$ cat src/rtl/btn_pkg.sv
// rtl/btn_pkg.sv - shared state encodings and default sizing for the button debouncer
package btn_pkg;

    // Per-channel debounce state encodings
    localparam logic [1:0] ST_LOW   = 2'b00;
    localparam logic [1:0] CHK_HIGH = 2'b01;
    localparam logic [1:0] ST_HIGH  = 2'b10;
    localparam logic [1:0] CHK_LOW  = 2'b11;

    // Default counter width and acceptance window (100 us at a 10 ns clock)
    localparam int DEF_NB_COUNTER      = 14;
    localparam int DEF_DEBOUNCE_CYCLES = 10000;

endpackage

$ cat src/rtl/btn_debounce_cell.sv
// rtl/btn_debounce_cell.sv - one debounce channel: optional BTN_SYNC_EN synchronizer, FSM, window counter, pulses
module btn_debounce_cell
    import btn_pkg::*;
#(
    parameter int NB_COUNTER      = DEF_NB_COUNTER,
    parameter int DEBOUNCE_CYCLES = DEF_DEBOUNCE_CYCLES
) (
    input  logic clock,
    input  logic i_reset,
    input  logic i_btn,
    output logic o_level,
    output logic o_rise,
    output logic o_fall
);

    // Value the counter holds on the last sample of a full window
    localparam logic [NB_COUNTER-1:0] CNT_LAST = NB_COUNTER'(DEBOUNCE_CYCLES - 1);
    localparam logic [NB_COUNTER-1:0] CNT_ONE  = NB_COUNTER'(1);

    logic s;

`ifdef BTN_SYNC_EN
    logic sync1_q, sync1_d;
    logic sync2_q, sync2_d;

    // Two-flop synchronizer in front of the state machine
    always_comb begin
        sync1_d = i_btn;
        sync2_d = sync1_q;
    end

    // Synchronizer registers, cleared by reset
    always_ff @(posedge clock) begin
        if (i_reset) begin
            sync1_q <= 1'b0;
            sync2_q <= 1'b0;
        end else begin
            sync1_q <= sync1_d;
            sync2_q <= sync2_d;
        end
    end

    assign s = sync2_q;
`else
    assign s = i_btn;
`endif

    logic [1:0]            state_q, state_d;
    logic [NB_COUNTER-1:0] cnt_q, cnt_d;
    logic                  level_q, level_d;
    logic                  rise_q, rise_d;
    logic                  fall_q, fall_d;

    // Next-state logic: a new level must be seen on DEBOUNCE_CYCLES consecutive samples
    always_comb begin
        state_d = state_q;
        cnt_d   = cnt_q;
        level_d = level_q;
        rise_d  = 1'b0;
        fall_d  = 1'b0;
        case (state_q)
            ST_LOW: begin
                cnt_d = '0;
                if (s) begin
                    state_d = CHK_HIGH;
                    cnt_d   = CNT_ONE;
                end
            end
            CHK_HIGH: begin
                if (!s) begin
                    state_d = ST_LOW;
                    cnt_d   = '0;
                end else if (cnt_q == CNT_LAST) begin
                    state_d = ST_HIGH;
                    cnt_d   = '0;
                    level_d = 1'b1;
                    rise_d  = 1'b1;
                end else begin
                    cnt_d = cnt_q + CNT_ONE;
                end
            end
            ST_HIGH: begin
                cnt_d = '0;
                if (!s) begin
                    state_d = CHK_LOW;
                    cnt_d   = CNT_ONE;
                end
            end
            CHK_LOW: begin
                if (s) begin
                    state_d = ST_HIGH;
                    cnt_d   = '0;
                end else if (cnt_q == CNT_LAST) begin
                    state_d = ST_LOW;
                    cnt_d   = '0;
                    level_d = 1'b0;
                    fall_d  = 1'b1;
                end else begin
                    cnt_d = cnt_q + CNT_ONE;
                end
            end
            default: begin
                state_d = ST_LOW;
                cnt_d   = '0;
            end
        endcase
    end

    // State, counter and registered outputs; reset discards any partial window
    always_ff @(posedge clock) begin
        if (i_reset) begin
            state_q <= ST_LOW;
            cnt_q   <= '0;
            level_q <= 1'b0;
            rise_q  <= 1'b0;
            fall_q  <= 1'b0;
        end else begin
            state_q <= state_d;
            cnt_q   <= cnt_d;
            level_q <= level_d;
            rise_q  <= rise_d;
            fall_q  <= fall_d;
        end
    end

    assign o_level = level_q;
    assign o_rise  = rise_q;
    assign o_fall  = fall_q;

endmodule

$ cat src/rtl/btn_debouncer.sv
// rtl/btn_debouncer.sv - NB_BTN independent debounce channels; BTN_SYNC_EN adds input synchronizers
module btn_debouncer
    import btn_pkg::*;
#(
    parameter int NB_BTN          = 4,
    parameter int NB_COUNTER      = DEF_NB_COUNTER,
    parameter int DEBOUNCE_CYCLES = DEF_DEBOUNCE_CYCLES
) (
    input  logic              clock,
    input  logic              i_reset,
    input  logic [NB_BTN-1:0] i_btn,
    output logic [NB_BTN-1:0] o_btn_level,
    output logic [NB_BTN-1:0] o_btn_rise,
    output logic [NB_BTN-1:0] o_btn_fall
);

    // One self-contained channel per button bit
    for (genvar k = 0; k < NB_BTN; k++) begin : g_ch
        btn_debounce_cell #(
            .NB_COUNTER      (NB_COUNTER),
            .DEBOUNCE_CYCLES (DEBOUNCE_CYCLES)
        ) u_cell (
            .clock   (clock),
            .i_reset (i_reset),
            .i_btn   (i_btn[k]),
            .o_level (o_btn_level[k]),
            .o_rise  (o_btn_rise[k]),
            .o_fall  (o_btn_fall[k])
        );
    end

endmodule
$ cat config.mk
export PLATFORM = sky130hd
export DESIGN_NAME = btn_debouncer
export DESIGN_NICKNAME = d
export VERILOG_FILES = /design/src/rtl/btn_pkg.sv /design/src/rtl/btn_debounce_cell.sv /design/src/rtl/btn_debouncer.sv
export SDC_FILE = /design/constraint.sdc
export NUM_CORES = 1
export LEC_CHECK = 0
export ABC_AREA = 1
export CORE_MARGIN = 2
export CORE_UTILIZATION = 45
export CTS_BUF_LIST = sky130_fd_sc_hd__clkbuf_4 sky130_fd_sc_hd__clkbuf_8
export DETAILED_ROUTE_END_ITERATION = 7
export GPL_ROUTABILITY_DRIVEN = 0
export PLACE_DENSITY = 0.66
export SYNTH_ARGS = -nofsm -noshare
export SYNTH_HDL_FRONTEND = slang
export SYNTH_SLANG_ARGS = --single-unit
$ cat constraint.sdc
create_clock -name clock -period 3.3 [get_ports clock]
set_input_delay 0.33 -clock clock [delete_from_list [all_inputs] [get_ports clock]]
set_output_delay 0.33 -clock clock [all_outputs]
set_load 0.01 [all_outputs]
==> qor.csv, run 1 <==
metric,value,unit
Area growth syn-to-layout,9.83,%
Hold Crit Class,reg2reg,
Port Buffer Count,17,
reg-to-reg startpoint,g_ch[0].u_cell.cnt_q[0],
dpl hpwl,5160,µm
most numerous cell in the Yosys netlist,nand2_1,
Final setup viols,0,
worst-path maximum fanout,12,
H-tree Lvls,3,
count of different cell masters after synthesis,32,
Placed Cells,639,
Slew Limit Fails,0,
Hold Path Depth,1,
I/O pin total,18,
hold_buf cts,0,
Post-Syn Nets,547,
Design Power,1.70,mW
worst reg-to-reg path cell count,8,
setup repair bufs after CTS,0,
Worst-Margin Slew,0.417,ns
Routed WL,6920,µm
Routed Antenna Nets,0,
register area share after synthesis,40.3,%
RSZ-0062 raised after global routing,false,
Post-Syn Area per Cell,7.08,µm²
status,"finished, final reports clean",
clock skew,0.0119,ns
fin util,50.8,%
drt first pass iters,5,
r2r setup slk,1.59,ns
metal3 WL,246,µm
Worst R2R End,g_ch[0].u_cell.cnt_q[12],
number of global-route vias before repair,2891,
placed instance area,3950,µm²
Finished Layout Cells,655,
final hold vios,0,
GRT overflow,0,
Row Count,33,
post-synthesis cell count,534,
Clock Path Buffers,2,
Critical Path Start Type,primary input,
fraction of registers with async set/reset,0,%
die height,95.7,µm
largest area contributor in the netlist,dfxtp_1,
Core Box Area,8180,µm²
DR DRC count,0,
critical path class,in2reg,
Via density,4.69,
clock latency on the worst-skew pair,0.35,ns
post-cts gate resize count,0,
met2 WL,2950,µm
GRT Resource Usage Total,17.1,%
largest net degree at the start of global routing,14,
Yosys top cell area share,40.3,%
share of layout cells above drive strength 1,9.45,%
Synth Register Bits,76,
Worst EP arrival,1.96,ns
Fin Setup TNS,0,ns
via count,3073,
Die Wd,95.7,µm
Initial Util,46.2,%
crit path capture type,flip-flop,
Inserted Clock Buffers,9,
Main synth FF type,dfxtp_1,
Max-slew headroom,72.1,%
root buffer cell,clkbuf_8,
diode count,0,
synthesized area,3780,µm²
Worst Setup SP,i_reset,
Max-cap violations,0,
Worst Hold Launch,g_ch[0].u_cell.cnt_q[0],
drt first-iter violations,102,
initial antenna violation count,0,
full die area,9150,µm²
fin nets,558,
crit-path most repeated cell,nand2_1,
YS warnings,0,
Final period util,51.9,%
"Data required, critical path",3.55,ns
hold endpoint,g_ch[0].u_cell.cnt_q[0],
CP peak stage delay,0.66,ns
Power Density,410,nW/µm²
Routed met1 length,3630,µm
highest routed layer,met4,
Worst VDD drop,0.183,mV
critical path cell sequence,"clkdlybuf4s50_1, clkinv_2, nand2_1, nor2_1, nand2_1, inv_1, nand2_1, nor2_1",
clock sink count,76,
synth top area cells,"dfxtp_1 40%, nand2_1 10%, nor2_1 9.3%, inv_1 7.8%, nand3_1 5.2%",
number of flops mapped to enable cells by yosys,0,
Period minus WS final,1.71,ns
fillers,806,
DR WL/cell,10.6,µm
Slowest cell on crit path,clkdlybuf4s50_1,
clock-pin slew on the worst setup and hold paths,0.09,ns
post-route cell area,4150,µm²
CTS tree,yes,
Leakage,1.56,nW
first-pass GRT wire length,12500,µm
Max Fclk,0.584,GHz
Synth top cells by count,"102 x nand2_1, 94 x nor2_1, 79 x inv_1",
flip-flops by register name (all words and copies together), names as in the netlist, named ones only:
register             count
g_ch.u_cell.cnt_q       56
g_ch.u_cell.state_q      4
g_ch.u_cell.o_fall       4
g_ch.u_cell.o_level      4
g_ch.u_cell.o_rise       4
how the worst max path moves through the flow:
stage,to,slack [ns],depth (start not counted)
finish,g_ch[0].u_cell.cnt_q[12],1.59,8
global placement,g_ch[0].u_cell.cnt_q[12],1.26,8
global route,g_ch[0].u_cell.cnt_q[12],1.32,8
floorplan,g_ch[2].u_cell.cnt_q[9],2.00,9
detailed placement,g_ch[0].u_cell.cnt_q[12],1.22,8
CTS,g_ch[0].u_cell.cnt_q[12],1.58,8
cell type report:
cell class | instances | area, µm² | area share [%]
timing repair buffer | 17 | 170 | 4.10
clock buffer | 11 | 145 | 3.50
tap | 105 | 131 | 3.16
clock inverter | 5 | 61.3 | 1.48
inverter | 84 | 318 | 7.66
sequential | 76 | 1520 | 36.6
multi-input combinational | 357 | 1800 | 43.5
critical path, delay by kind of cell:
family	cells	cell delay, ns
buffers and inverters	3	1.04
and+or+nand+nor	5	0.59
cell usage in the layout, fill, tap and decap left out, drive strengths merged:
| master | instances |
|---|---|
| dfxtp | 76 |
| a21oi | 15 |
| nor3 | 25 |
| clkdlybuf4s50 | 17 |
| nand3b | 1 |
| bufinv | 1 |
| nand4 | 11 |
| nand3 | 42 |
| o21ai | 11 |
| clkinv | 3 |
| o21bai | 4 |
| ha | 7 |
| nor2 | 106 |
| xor2 | 11 |
| clkbuf | 11 |
| clkinvlp | 3 |
| o22ai | 1 |
| nor3b | 5 |
| a31oi | 3 |
| inv | 82 |
| nand2 | 109 |
| xnor2 | 5 |
| and2 | 1 |
logic make-up (layout without fill, tap and decap cells):
group	after synthesis	count (layout)	share of synthesized area, %
buffers and inverters	101	117	12.0
and+or+nand+nor	300	300	36.4
adders and majority gates	7	7	2.32
DFF	76	76	40.3
xor gates and xnor gates	16	16	3.71
AOI/OAI and AO/OA	34	34	5.30
stage by stage:
| step | hold slack (ns) | setup slack [ns] |
|---|---|---|
| after floorplan | 0.437 | 2.00 |
| after global placement | 0.463 | 1.26 |
| after detailed placement | 0.467 | 1.22 |
| after CTS | 0.479 | 1.58 |
| after global routing | 0.500 | 1.32 |
| final | 0.477 | 1.59 |
report_power, final:
group / internal, mW / switching (mW)
Combinational: 0.0147 / 0.0257
Sequential: 0.922 / 0.00784
Clock: 0.380 / 0.353
Total: 1.32 / 0.387
routing by layer:
metal / track usage [%] / vias up
met4: 5.71 / 0
met5: 0 / -
met2: 27.4 / 35
met3: 3.79 / 7
li1: - / 1683
met1: 22.9 / 1348
Power figures use the tool's default switching activity.
==> run 2: changes to the inputs <==
==> constraint.sdc (replaced) <==
create_clock -name clock -period 1.6 [get_ports clock]
set_input_delay 0.16 -clock clock [delete_from_list [all_inputs] [get_ports clock]]
set_output_delay 0.16 -clock clock [all_outputs]
set_load 0.01 [all_outputs]
==> qor.csv, run 2 (same netlist as run 1, synthesis figures left out) <==
metric,value,unit
clock-pin slew on the worst setup and hold paths,0.08,ns
max reg flops,56,
Placed Cells,647,
share of layout cells above drive strength 1,11.3,%
Max Fclk,0.691,GHz
Critical Path Start Type,flip-flop,
dpl hpwl,5220,µm
Clock Path Buffers,2,
initial antenna violation count,0,
GRT overflow,0,
drt first pass iters,4,
fin nets,566,
Routed WL,6940,µm
worst-path maximum fanout,6,
post-route cell area,4240,µm²
Multi-input gate area,1820,µm²
I/O pin total,18,
Worst EP arrival,1.69,ns
Core Box Area,8180,µm²
H-tree Lvls,3,
clock skew,0.0136,ns
Via density,4.69,
RSZ-0062 raised after global routing,true,
Hold WS,0.465,ns
diode count,0,
die height,95.7,µm
"most common cell after layout, fill and taps aside",nand2_1,
Routed Antenna Nets,0,
crit path capture type,flip-flop,
Design Power,3.51,mW
Power Density,827,nW/µm²
full die area,9150,µm²
clock sink count,76,
Final setup viols,0,
CTS tree,yes,
Max-cap violations,0,
critical path class,reg2reg,
clock latency on the worst-skew pair,0.35,ns
Initial Util,46.2,%
Top reg by flops,g_ch.u_cell.cnt_q,
Area growth syn-to-layout,12.1,%
Worst-Margin Slew,0.281,ns
Period minus WS final,1.45,ns
Leakage,1.62,nW
Hold Crit Class,reg2reg,
via count,3108,
"Data required, critical path",1.85,ns
number of global-route vias before repair,2913,
drt first-iter violations,104,
Sequential Area,1520,µm²
Finished Layout Cells,663,
placed instance area,4020,µm²
Row Count,33,
final hold vios,0,
Slew Limit Fails,0,
Max-slew headroom,81.2,%
first-pass GRT wire length,12100,µm
Die Wd,95.7,µm
Port Buffer Count,17,
Worst VDD drop,0.344,mV
DR WL/cell,10.5,µm
status,"finished, final reports clean",
Final period util,90.5,%
root buffer cell,clkbuf_8,
Inserted Clock Buffers,9,
most frequent cells in the layout,"102 x nand2_1, 94 x nor2_1, 79 x inv_1",
GRT Resource Usage Total,16.8,%
DR DRC count,0,
fillers,784,
largest net degree at the start of global routing,13,
## run 2: cell type report
cell class / count / area share [%]
inverter: 84 / 7.50
sequential: 76 / 35.9
clock inverter: 4 / 1.15
tap: 105 / 3.10
timing repair buffer: 25 / 5.73
multi-input combinational: 357 / 43.0
clock buffer: 12 / 3.60
## run 2: repair_timing
action                                  CTS  global route
hold buffers                              0             0
buffers inserted                          0             0
endpoints found under the setup margin    0            18
resized for setup                         0             6
## run 2: worst paths after layout
check,startpoint,end,slack [ns],cells past startpoint
setup / recovery,g_ch[0].u_cell.cnt_q[0],g_ch[0].u_cell.cnt_q[9],0.15,7
hold / removal,g_ch[3].u_cell.cnt_q[0],g_ch[3].u_cell.cnt_q[0],0.46,1
setup reg to reg,g_ch[0].u_cell.cnt_q[0],g_ch[0].u_cell.cnt_q[9],0.15,7
hold reg to reg,g_ch[3].u_cell.cnt_q[0],g_ch[3].u_cell.cnt_q[0],0.46,1
## run 2: metal layers
layer / vias to the layer above / track usage (%) / part of all wire (%)
met1: 1375 / 20.8 / 50
met5: - / 0 / 0
met4: 0 / 7.86 / 1.5
met2: 36 / 27.6 / 45
met3: 8 / 3.64 / 3.4
li1: 1689 / - / -
## run 2: where the power goes
part	leakage (nW)	total [mW]	switching, mW	internal, mW
combinational	0.894	0.0969	0.0567	0.0402
sequential	0.614	1.92	0.0154	1.90
clock	0.107	1.49	0.696	0.796
total	1.62	3.51	0.768	2.74
## run 2: critical path, stage by stage (launching register included)
cell and delay [ns]:
dfxtp_1 0.36, ha_2 0.21, nand3_2 0.13, nor3_4 0.26
nand2_1 0.07, nand2_1 0.11, buf_4 0.16, nor2_1 0.05
## run 2: metrics by stage
step	utilization, %	setup TNS [ns]	setup WS, ns
finish	51.9	0	0.152
global route	51.9	-0.0118	-0.0118
CTS	51.6	0	0.0794
detailed placement	49.1	-0.0419	-0.0225
global placement	49.1	0	0.0844
floorplan	-	0	0.300
